===== config.mk =====
export PLATFORM = sky130hd
export DESIGN_NAME = controle_dispensador
export DESIGN_NICKNAME = d
export VERILOG_FILES = /design/src/rtl/controle_pkg.sv /design/src/rtl/estoque_sat.sv /design/src/rtl/controle_dispensador.sv
export SDC_FILE = /design/constraint.sdc
export NUM_CORES = 1
export LEC_CHECK = 0
export BUFFER_PORTS_ARGS = -buffer_cell sky130_fd_sc_hd__buf_2
export CAP_MARGIN = 5
export CORE_MARGIN = 8
export CORE_UTILIZATION = 50
export DETAILED_ROUTE_END_ITERATION = 16
export GPL_TIMING_DRIVEN = 0
export PLACE_DENSITY = 0.74
export SKIP_LAST_GASP = 1
export SLEW_MARGIN = 20
export SYNTH_ARGS = -nofsm -noshare
export SYNTH_HDL_FRONTEND = slang
export SYNTH_HIERARCHICAL = 1
export SYNTH_SLANG_ARGS = --single-unit

===== constraint.sdc =====
create_clock -name clk -period 3.6 [get_ports clk]
set_clock_uncertainty 0.05 [all_clocks]
set_input_delay 0.72 -clock clk [delete_from_list [all_inputs] [get_ports clk]]
set_output_delay 0.72 -clock clk [all_outputs]
set_load 0.05 [all_outputs]

===== src/rtl/controle_pkg.sv =====
// Shared definitions for the cap/bottle dispenser controller: FSM encoding,
// default sizing constants and the pulse-timer width helper.
package controle_pkg;

    typedef enum logic [1:0] {
        IDLE       = 2'd0,
        WAIT_STOCK = 2'd1,
        DISPENSE   = 2'd2,
        ACK        = 2'd3
    } state_t;

    localparam int DEF_WIDTH        = 8;
    localparam int DEF_MAX_STOCK    = 255;
    localparam int DEF_PULSE_CYCLES = 4;
    localparam int DEF_LOW_THRESH   = 5;

    // One spare bit so the timer can always hold PULSE_CYCLES-1.
    function automatic int timer_w(input int pulses);
        return $clog2(pulses) + 1;
    endfunction

endpackage


===== src/rtl/estoque_sat.sv =====
// Stock register: adds refill loads and subtracts one per dispense,
// clipping at MAX_STOCK and flagging a clipped refill for one cycle.
module estoque_sat
    import controle_pkg::*;
#(
    parameter int WIDTH     = DEF_WIDTH,
    parameter int MAX_STOCK = DEF_MAX_STOCK
) (
    input  logic             clk,
    input  logic             reset,
    input  logic             refill,
    input  logic [WIDTH-1:0] refill_qty,
    input  logic             dec,
    output logic [WIDTH-1:0] stock,
    output logic             overflow
);

    localparam logic [WIDTH:0] MAXV = (WIDTH+1)'(MAX_STOCK);

    logic [WIDTH:0] sum;
    logic           clip;

    // dec is only raised with stock >= 1, so the subtraction cannot wrap.
    always_comb begin
        sum  = {1'b0, stock}
             + (refill ? {1'b0, refill_qty} : '0)
             - {{WIDTH{1'b0}}, dec};
        clip = (sum > MAXV);
    end

    always_ff @(posedge clk) begin
        if (reset) begin
            stock    <= '0;
            overflow <= 1'b0;
        end else begin
            stock    <= clip ? MAXV[WIDTH-1:0] : sum[WIDTH-1:0];
            overflow <= refill && clip;
        end
    end

endmodule


===== src/rtl/controle_dispensador.sv =====
// Dispense controller: four-phase req/ack with the line, fixed-length
// actuator pulse, and stock bookkeeping with low/empty/overflow status.
module controle_dispensador
    import controle_pkg::*;
#(
    parameter int WIDTH        = DEF_WIDTH,
    parameter int MAX_STOCK    = DEF_MAX_STOCK,
    parameter int PULSE_CYCLES = DEF_PULSE_CYCLES,
    parameter int LOW_THRESH   = DEF_LOW_THRESH
) (
    input  logic             clk,
    input  logic             reset,
    input  logic             req,
    output logic             ack,
    input  logic             refill,
    input  logic [WIDTH-1:0] refill_qty,
    output logic             actuator,
    output logic [WIDTH-1:0] stock,
    output logic             low,
    output logic             empty,
    output logic             busy,
    output logic             overflow
);

    localparam int             TW     = timer_w(PULSE_CYCLES);
    localparam logic [TW-1:0]  T_LOAD = TW'(PULSE_CYCLES - 1);

    state_t        state, nxt;
    logic [TW-1:0] timer, timer_nxt;
    logic          dec;

    always_ff @(posedge clk) begin
        if (reset) begin
            state <= IDLE;
            timer <= '0;
        end else begin
            state <= nxt;
            timer <= timer_nxt;
        end
    end

    always_comb begin
        nxt       = state;
        timer_nxt = timer;
        dec       = 1'b0;
        case (state)
            IDLE: begin
                if (req) begin
                    if (stock != '0) begin
                        nxt       = DISPENSE;
                        timer_nxt = T_LOAD;
                    end else begin
                        nxt = WAIT_STOCK;
                    end
                end
            end
            // Arriving stock wins over a simultaneous req drop.
            WAIT_STOCK: begin
                if (stock != '0) begin
                    nxt       = DISPENSE;
                    timer_nxt = T_LOAD;
                end else if (!req) begin
                    nxt = IDLE;
                end
            end
            DISPENSE: begin
                if (timer == '0) begin
                    dec = 1'b1;
                    nxt = ACK;
                end else begin
                    timer_nxt = timer - TW'(1);
                end
            end
            ACK: begin
                if (!req) nxt = IDLE;
            end
            default: nxt = IDLE;
        endcase
    end

    estoque_sat #(
        .WIDTH     (WIDTH),
        .MAX_STOCK (MAX_STOCK)
    ) u_estoque (
        .clk        (clk),
        .reset      (reset),
        .refill     (refill),
        .refill_qty (refill_qty),
        .dec        (dec),
        .stock      (stock),
        .overflow   (overflow)
    );

    // Status is decoded from registers only; no input reaches these outputs.
    assign actuator = (state == DISPENSE);
    assign ack      = (state == ACK);
    assign busy     = (state != IDLE);
    assign empty    = (stock == '0);
    assign low      = (32'(stock) <= LOW_THRESH);

endmodule

==> results.sh <==
export IMPL_max_cap_violations=0
export IMPL_synth_top_cell_area_share_pct=23.5
export IMPL_vias_per_cell=5.37
export IMPL_synth_avg_cell_area_um2=8.28
export IMPL_synth_seq_cells=14
export IMPL_cp_max_fo=7
export IMPL_grt_overflow=0
export IMPL_cts_root_buf="clkbuf_4"
export IMPL_ys_seq_area_share_pct=23.5
export IMPL_synth_edf_count=0
export IMPL_grt_setup_unrepaired="no"
export IMPL_gp_congestion=0.774
export IMPL_cts_buffer_depth=2
export IMPL_wl_per_cell_um=13.3
export IMPL_cts_setup_buffers=0
export IMPL_drive_gt1_share_pct=25.6
export IMPL_hold_path_class="register to register"
export IMPL_postCtsHoldBufs=0
export IMPL_drcViolationCount=0
export IMPL_yosysWarnings=6
export IMPL_path_class="register to register"
export IMPL_grt_pass1_vias=1102
export IMPL_setup_violations_final=0
export IMPL_synthFlopType="dfxtp_1"
export IMPL_grt_use_total_pct=13.7
export IMPL_drt_first_pass_iters=4
export IMPL_clk_pin_slew_worst_paths_ns=0.08
export IMPL_die_area_um2=4200
export IMPL_synth_area_um2=1190
export IMPL_vias=1074
export IMPL_cts_made_buffers=3
export IMPL_fp_dieH_um=64.8
export IMPL_final_cell_mix="inv_1, buf_2, ha_1"
export IMPL_fin_crit_sh_pct=85.8
export IMPL_tns_ns=0
export IMPL_tightest_slew_ns=0.457
export IMPL_synth_nets=175
export IMPL_dieWidth_um=64.8
export IMPL_drt_wl_total_um=2650
export IMPL_critPathArrivalTime_ns=3.25
export IMPL_end_kind="register"
export IMPL_syn_inst=144
export IMPL_whs_path_depth=1
export IMPL_async_flop_share_pct=0
export IMPL_initial_core_util_pct=53.4
export IMPL_max_clock_freq_mhz=324
export IMPL_final_seq_area_um2=280
export IMPL_io_buffers=24
export IMPL_clkSinkCount=14
export IMPL_io_pin_count=26
export IMPL_rows=17
export IMPL_drtIter0Drc=133
export IMPL_hpwl_um=2240
export IMPL_status="completed"
export IMPL_slew_viol_final=0
export IMPL_final_hold_viol_count=0
export IMPL_diodes=0
export IMPL_grt_max_degree=10
export IMPL_cts_resized=0
export IMPL_multi_input_area_um2=800
export IMPL_rr_worst_depth=13
export IMPL_coreArea_um2=2230
export IMPL_final_common_cell="inv_1"
export IMPL_yosys_top_cells_area="dfxtp_1, ha_1, inv_1"
export IMPL_period_needed_ns=3.09
export IMPL_grt_pass1_wl_um=4720
export IMPL_synthToLayoutAreaGrowth_pct=16.1
export IMPL_yosysTopAreaCell="dfxtp_1"
export IMPL_postRouteAntennaNets=0
export IMPL_slew_headroom_pct=69.5
export IMPL_crit_required_ns=3.76
export IMPL_fin_nets=204
export IMPL_htree_levels=1
export IMPL_clock_latency_ns=0.28
export IMPL_antenna_found_initial=0
export IMPL_cts_tree="yes"
export IMPL_nFillCells=199
export IMPL_start_kind="register"
export IMPL_synthDistinctLibCells=41
[per-layer routing]
| layer | up-vias | track usage (%) | share of wire, % |
|---|---|---|---|
| met1 | 495 | 14.0 | 41 |
| met5 | - | 0 | 0 |
| met2 | 18 | 26.1 | 53 |
| met3 | 4 | 3.26 | 5.1 |
| li1 | 557 | - | - |
| met4 | 0 | 4.90 | 1.3 |
[flip-flops by register name, indices dropped and copies added, names as in the netlist]
signal,flops
timer,3
state,2
u_estoque/stock,8
u_estoque/overflow,1
[logic make-up (layout without fill, tap and decap cells)]
kind of cell	Yosys count	count (layout)	synth area share [%]
buffers and inverters	30	58	9.44
adders and majority gates	19	19	20.6
and+or+nand+nor	37	37	19.4
DFF	14	14	23.5
muxes	1	1	1.15
AOI/OAI and AO/OA	37	37	21.5
xor gates and xnor gates	6	6	4.41
[critical path: stages, from the launching register on]
cell and delay [ns]:
dfxtp_1 0.37, inv_1 0.05, ha_1 0.21, ha_1 0.25, and2_1 0.18, ha_1 0.28, inv_1 0.04, ha_1 0.22
fa_1 0.44, a211oi_2 0.25, nor3_2 0.09, mux2i_2 0.31, nor2_4 0.11, nor3b_2 0.17
[cell type report]
cell class	count	area share, %
repair buffers	24	8.68
inverters	28	7.59
clock buffers	4	2.62
flip-flops and latches	14	20.3
well taps	28	2.53
plain buffers	2	0.542
multi-input cells	100	57.8
[path summary, 6_finish.rpt]
path	startpoint	to	slack, ns
max	timer[0]	u_estoque/overflow	0.51
min	timer[0]	timer[0]	0.45
max reg2reg	timer[0]	u_estoque/overflow	0.51
min reg2reg	timer[0]	timer[0]	0.45
[synthesized netlist by cell type, types with 2 or more instances]
library cell / count
dfxtp_1: 14
or2_2: 2
nor2_1: 6
nand2_1: 10
and2_1: 2
nor4_2: 2
inv_1: 28
a21oi_1: 14
o21bai_1: 2
nand2b_1: 3
nor3_1: 2
o21ai_0: 5
a21o_1: 3
o221ai_1: 2
ha_1: 18
a211oi_1: 2
xor2_1: 5
[stage by stage]
step	instances	hold WS (ns)	area [um^2]	util [%]	setup WS, ns
final	200	0.454	1380	62.0	0.512
after global routing	200	0.495	1380	62.0	0.308
after CTS	200	0.450	1380	62.0	0.493
after detailed placement	196	0.436	1350	60.3	0.371
after global placement	196	0.415	1350	60.3	0.384
after floorplan	144	0.394	1190	-	0.570
Power is not shown: default switching activity piles up to over one toggle a cycle in this logic, so the estimate is an artifact.
